File: src/rtl/record_field_store.sv
// Record store of DEPTH records, each holding field A and a nested field B.
// After reset it initialises every record, then accepts field-selective writes.
module record_field_store #(
  parameter int WIDTH  = 32,
  parameter int DEPTH  = 4,
  parameter int INIT_A = 1111,
  parameter int INIT_B = 2222,
  parameter int CNT_W  = 8
) (
  input  logic                     clk,
  input  logic                     rst_n,
  input  logic                     wr_valid,
  output logic                     wr_ready,
  input  logic [$clog2(DEPTH):0]   wr_idx,
  input  logic [1:0]               wr_sel,
  input  logic [WIDTH-1:0]         wr_data,
  input  logic                     src_load,
  input  logic                     wr_from_src,
  input  logic [$clog2(DEPTH)-1:0] rd_idx,
  output logic [WIDTH-1:0]         o1,
  output logic [WIDTH-1:0]         o2,
  output logic                     wr_err,
  output logic [CNT_W-1:0]         wr_count
);

  localparam int IDX_W = $clog2(DEPTH);
  localparam logic [IDX_W:0]   DEPTH_L  = (IDX_W+1)'(DEPTH);
  localparam logic [IDX_W-1:0] LAST_IDX = IDX_W'(DEPTH - 1);
  localparam logic [CNT_W-1:0] CNT_MAX  = {CNT_W{1'b1}};

  typedef struct packed {
    logic [WIDTH-1:0] b;
  } inner_t;

  typedef struct packed {
    logic [WIDTH-1:0] a;
    inner_t           nest;
  } record_t;

  typedef enum logic [1:0] {
    ST_RESET = 2'd0,
    ST_INIT  = 2'd1,
    ST_READY = 2'd2
  } state_t;

  state_t            state_r;
  logic [IDX_W-1:0]  init_ptr_r;
  logic [WIDTH-1:0]  src_r;
  record_t           mem_r [DEPTH];

  logic              wr_acc_s;
  logic              wr_in_range_s;
  logic              rd_hit_s;
  logic [IDX_W-1:0]  wr_slot_s;
  logic [WIDTH-1:0]  wr_val_s;

  assign wr_ready      = (state_r == ST_READY);
  assign wr_acc_s      = wr_valid & wr_ready;
  assign wr_in_range_s = (wr_idx < DEPTH_L);
  assign rd_hit_s      = ({1'b0, rd_idx} < DEPTH_L);
  assign wr_slot_s     = wr_idx[IDX_W-1:0];
  // The source register is read before this cycle's src_load takes effect.
  assign wr_val_s      = wr_from_src ? src_r : wr_data;

  // Sequencer, storage, source register and registered outputs.
  always_ff @(posedge clk) begin
    if (!rst_n) begin
      state_r    <= ST_RESET;
      init_ptr_r <= '0;
      src_r      <= '0;
      o1         <= '0;
      o2         <= '0;
      wr_err     <= 1'b0;
      wr_count   <= '0;
      for (int i = 0; i < DEPTH; i++) begin
        mem_r[i] <= '0;
      end
    end else begin
      if (src_load) begin
        src_r <= wr_data;
      end
      // Reads sample storage before this cycle's write lands.
      if (rd_hit_s) begin
        o1 <= mem_r[rd_idx].a;
        o2 <= mem_r[rd_idx].nest.b;
      end else begin
        o1 <= '0;
        o2 <= '0;
      end
      wr_err <= wr_acc_s & ~wr_in_range_s;

      case (state_r)
        ST_RESET: begin
          state_r    <= ST_INIT;
          init_ptr_r <= '0;
        end
        ST_INIT: begin
          mem_r[init_ptr_r].a      <= WIDTH'(INIT_A);
          mem_r[init_ptr_r].nest.b <= WIDTH'(INIT_B);
          if (init_ptr_r == LAST_IDX) begin
            state_r <= ST_READY;
          end else begin
            init_ptr_r <= init_ptr_r + IDX_W'(1);
          end
        end
        ST_READY: begin
          if (wr_acc_s && wr_in_range_s) begin
            if (wr_sel[0]) begin
              mem_r[wr_slot_s].a <= wr_val_s;
            end
            if (wr_sel[1]) begin
              mem_r[wr_slot_s].nest.b <= wr_val_s;
            end
            if (wr_count != CNT_MAX) begin
              wr_count <= wr_count + CNT_W'(1);
            end
          end
        end
        default: begin
          state_r <= ST_RESET;
        end
      endcase
    end
  end

endmodule

File: config.mk
export PLATFORM = sky130hd
export DESIGN_NAME = record_field_store
export DESIGN_NICKNAME = d
export VERILOG_FILES = /design/src/rtl/record_field_store.sv
export SDC_FILE = /design/constraint.sdc
export NUM_CORES = 1
export LEC_CHECK = 0
export ABC_AREA = 1
export CAP_MARGIN = 40
export CORE_MARGIN = 10
export CORE_UTILIZATION = 55
export DETAILED_ROUTE_END_ITERATION = 7
export PLACE_DENSITY = 0.76
export SLEW_MARGIN = 20
export SYNTH_ARGS = -nofsm -noshare
export SYNTH_HDL_FRONTEND = slang
export SYNTH_SLANG_ARGS = --single-unit
File: constraint.sdc
create_clock -name clk -period 4.4 [get_ports clk]
set_clock_uncertainty 0.15 [all_clocks]
set_input_delay 0.44 -clock clk [delete_from_list [all_inputs] [get_ports clk]]
set_output_delay 0.44 -clock clk [all_outputs]
set_load 0.005 [all_outputs]
### After elaboration in Yosys (flattened, before gate mapping)

Memory sizes are Yosys's and may differ from the RTL's. A register that Yosys moved wholly into a read port is not among the register bits.
Cells that the tools add are included.

| word-level totals | value |
|---|---|
| flip-flop bits (word level) | 45 |
| latch bits | 0 |
| RAM bits | 256 |
| bits in read-only memories | 0 |
| input port bits | 44 |
| output and inout port bits | 74 |
| memories kept | 1 |

Memories:

| memory | depth | bits a word | read ports | clocked after memory_dff | wr ports | RTL line | text |
|---|---|---|---|---|---|---|---|
| mem_r | 4 | 64 | 1 | 1 | 4 | 49 | `record_t mem_r [DEPTH];` |

| cells by class | value |
|---|---|
| add/subtract/negate cells | 2 |
| multipliers | 0 |
| divide/modulo/power cells | 0 |
| $lt $le $gt $ge | 1 |
| eq/ne operators | 6 |
| shifts and indexed selects | 0 |
| mux-type cells | 25 |
| bitwise logic cells | 4 |
| reductions and logical operators | 9 |

Operators with widths:

| operator | number |
|---|---|
| 64-bit 2-to-1 mux | 2 |
| 64-bit OR reduction | 2 |
| 32-bit 2-to-1 mux | 1 |
| 1-bit 2-to-1 mux | 15 |
| 2-bit 2-to-1 mux | 5 |
| 8-bit by 1-bit adder with 8-bit output, second input constant | 1 |
| 8-bit inequality test, second input constant | 1 |
| 2-bit case mux with 3 select lines | 1 |
| 2-bit equality test, second input constant | 2 |
| 2-bit inequality test, second input constant | 2 |
| 2-bit case mux with 2 select lines | 1 |
| 2-bit AND reduction | 2 |
| 3-bit < comparator, second input constant | 1 |
| 3-bit AND reduction | 1 |
| 2-bit by 1-bit adder with 2-bit output, second input constant | 1 |
| 1-bit AND | 2 |
| 2-bit by 1-bit equality test with 1-bit output, second input constant | 1 |
| 2-bit logical NOT | 1 |
| 1-bit NOT | 2 |
| 2-bit nonzero test | 1 |
| 1-bit logical AND | 1 |
| 1-bit logical NOT | 1 |

### Depth between registers and ports, before layout

| depth | value |
|---|---|
| depth in word-level cells | 9 |
| mapped depth | 9 |
| depth with buffers taken out | 8 |

### Worst setup path after synthesis

Ideal clock, no wire load.

| path | value |
|---|---|
| path kind | input to register |
| start | in rst_n |
| end | mem mem_r[3][0] (netlist bit), enable pin |
| data arrival time | 2.494 ns |
| data required time | 3.829 ns |
| setup slack | 1.335 ns |
| stages on the path | 6 |
| buffers on the path | 1 |
| path through | clkbuf_1 -> nand2_1 -> nor2_1 -> a21oi_1 -> nand2_1 -> nor2_1 |

RTL lines:

| what | RTL line | text |
|---|---|---|
| start: declaration | 11 | `input logic rst_n,` |
| end: declaration | 49 |  |

==> results.sh <==
export IMPL_internal_power_uw=5950
export IMPL_maxCapViolCount=0
export IMPL_min_to="src_r[26]"
export IMPL_min_path_cells=2
export IMPL_rr_worst_depth=7
export IMPL_hold_viol_final=0
export IMPL_wl_per_cell_um=18.8
export IMPL_die_area_um2=33200
export IMPL_clk_latency_ns=0.53
export IMPL_synth_area_um2=14500
export IMPL_path_class="primary input to flip-flop"
export IMPL_clkPwrFrac_pct=40.5
export IMPL_start_util_pct=55.7
export IMPL_synth_top_area_share_pct=53.1
export IMPL_outcome="finished clean"
export IMPL_cp_end_kind="flip-flop"
export IMPL_hold_class="flip-flop to flip-flop"
export IMPL_vdd_drop_max_v=0.000351
export IMPL_ys_ff_latch=365
export IMPL_fin_tns_setup_ns=0
export IMPL_dp_cells=1867
export IMPL_post_cts_resized=0
export IMPL_track_usage_pct=21.4
export IMPL_cts_max_path_buffers=3
export IMPL_grt_pass1_vias=10500
export IMPL_antenna_found_initial=0
export IMPL_leakage_uw=0.00671
export IMPL_vias_per_cell=5.54
export IMPL_tightest_slew_ns=0.793
export IMPL_r2r_slack_ns=1.85
export IMPL_power_density_nw_per_um2=444
export IMPL_required_ns=4.43
export IMPL_maxSlewViolCount=0
export IMPL_grt_max_degree=76
export IMPL_route_detailed_drc=0
export IMPL_cts_hold_buf=0
export IMPL_wl_um=36500
export IMPL_p_sw_uw=1710
export IMPL_place_hpwl_um=23000
export IMPL_arrival_ns=2.86
export IMPL_nets=1619
export IMPL_seq_area_frac_synth_pct=68.2
export IMPL_overflow=0
export IMPL_synth_fp_nets=1519
export IMPL_cts_root_buf="clkbuf_16"
export IMPL_htreeDepth=2
export IMPL_worstHoldStart="src_r[26]"
export IMPL_synth_edff_count=256
export IMPL_rsz0062_at_grt="false"
export IMPL_seqPwrFrac_pct=51.4
export IMPL_synthCells=1473
export IMPL_cts_buffers_inserted=37
export IMPL_p_comb_share_pct=8.1
export IMPL_core_area_um2=26000
export IMPL_startpoint_type="primary input"
export IMPL_antenna_left=0
export IMPL_min_period_ns=2.82
export IMPL_netlist_top_cells_area="edfxtp_1 53%, dfxtp_1 15%, nor2_1 14%, o21ai_0 5.7%, nand2_1 4.1%"
export IMPL_grt_first_pass_wirelength_um=57100
export IMPL_die_y_um=182
export IMPL_setup_viol=0
export IMPL_maxSlewHeadroom_pct=47.2
export IMPL_vias=10700
export IMPL_fmax_mhz=354
export IMPL_yosys_warnings=0
export IMPL_diodes=0
export IMPL_cts_tree="done"
export IMPL_final_cells=1936
export IMPL_post_cts_buffers=0
export IMPL_postSynth_asyncResetShare_pct=0
export IMPL_synth_top_area_cell="edfxtp_1"
export IMPL_layout_worst_path_cycle_share_pct=64.2
export IMPL_boundaryPins=118
export IMPL_globalplace_congestion=0.903
export IMPL_drt_initial_drc_count=1095
export IMPL_io_buffer_count=117
export IMPL_r2r_start="state_r[1]"
export IMPL_p_sw_share_pct=22.3
export IMPL_area_growth_pct=19.3
export IMPL_synth_cell_types=24
export IMPL_path_max_fanout=21
export IMPL_drive_above_1_share_pct=6.12
export IMPL_synthFlopType="edfxtp_1"
export IMPL_first_pass_iters=6
export IMPL_die_x_um=182
export IMPL_clock_sinks=365
export IMPL_r2r_end="mem_r[0][28]"
export IMPL_clkSlewWorstSetupHoldPaths_ns=0.06
export IMPL_syn_avg_cell_area_um2=9.82
export IMPL_rows=59
synth_stat cells (3+ instances only):
cell / number
nor2_1: 537
edfxtp_1: 256
o21ai_0: 165
nand2_1: 157
dfxtp_1: 109
a21oi_1: 78
inv_1: 57
clkbuf_1: 54
buf_2: 18
buf_1: 15
nand3_2: 6
xor2_1: 3
through the flow:
step	setup slack, ns	util, %	hold slack (ns)	area, um2	power, uW
after floorplan	1.34	-	0.298	14500	4320
after global placement	1.21	61.4	0.322	15900	4590
after detailed placement	1.11	61.6	0.332	16000	4620
after CTS	1.64	66.3	0.347	17200	7690
after global routing	1.45	66.4	0.369	17300	7910
final	1.58	66.4	0.345	17300	7660
power groups by stage:
stage	clock (uW)	sequential, uW	combinational [uW]
6_report	3100	3940	622
3_3_place_gp	0	4000	593
3_5_place_dp	0	4010	612
2_1_floorplan	0	4000	313
4_1_cts	3140	3940	617
5_1_grt	3270	3950	680
placed cells by master, fill, tap and decap left out, types with 8 or more instances in the layout:
master | Yosys | routed
a21oi_1 | 78 | 78
clkbuf_1 | 54 | 11
buf_4 | 0 | 22
clkbuf_16 | 0 | 41
nor2_1 | 537 | 535
nand2_1 | 157 | 157
buf_12 | 0 | 8
dfxtp_1 | 109 | 109
edfxtp_1 | 256 | 256
o21ai_0 | 165 | 165
inv_1 | 57 | 56
clkdlybuf4s50_1 | 0 | 115
registers in the layout (all words and copies together) (netlist names):
name	flops
o1	32
src_r	32
state_r	2
o2	32
wr_count	8
init_ptr_r	2
mem_r	256
wr_err	1
logic make-up (layout without fill, tap and decap cells):
family	after synthesis	in the layout	synth area share, %
AO/OA/AOI/OAI	247	247	8.62
flip-flops	365	365	68.2
adder cells (fa/ha/maj)	2	2	0.173
buffers and inverters	147	275	3.97
XOR/XNOR	5	5	0.303
AND/OR/NAND/NOR	707	707	18.7
cell type report:
type	count	area, um2
clock buffers	54	1090
clock inverters	13	111
fillers	1982	8720
inverters	60	225
multi-input cells	961	4030
flip-flops and latches	365	9870
well taps	335	419
repair buffers	148	1510
worst max-delay path by stage:
stage | end | slack (ns) | depth (start not counted) | from
2_1_floorplan | mem_r[3][0] | 1.34 | 6 | rst_n
3_3_place_gp | mem_r[0][16] | 1.21 | 8 | rst_n
3_5_place_dp | mem_r[0][16] | 1.11 | 8 | rst_n
4_1_cts | mem_r[0][28] | 1.64 | 8 | rst_n
5_1_grt | mem_r[0][28] | 1.45 | 8 | rst_n
6_report | mem_r[0][28] | 1.58 | 8 | rst_n
routing by layer:
layer | GRT usage (%) | vias to the layer above | wire length, um
met5 | 0 | - | 0
met4 | 7.13 | 0 | 972
met3 | 3.90 | 74 | 3590
met2 | 34.7 | 579 | 17500
met1 | 28.5 | 5031 | 14400
li1 | - | 5040 | -
worst max-delay path, cell delays in order:
cell             delay [ns]
clkdlybuf4s50_1        0.77
nand4_2                0.21
a21oi_2                0.25
nand2_1                0.09
nand2_2                0.14
nand3_2                0.09
nand2_1                0.43
buf_4                  0.42
No activity file was read; power rests on OpenSTA's default activity.
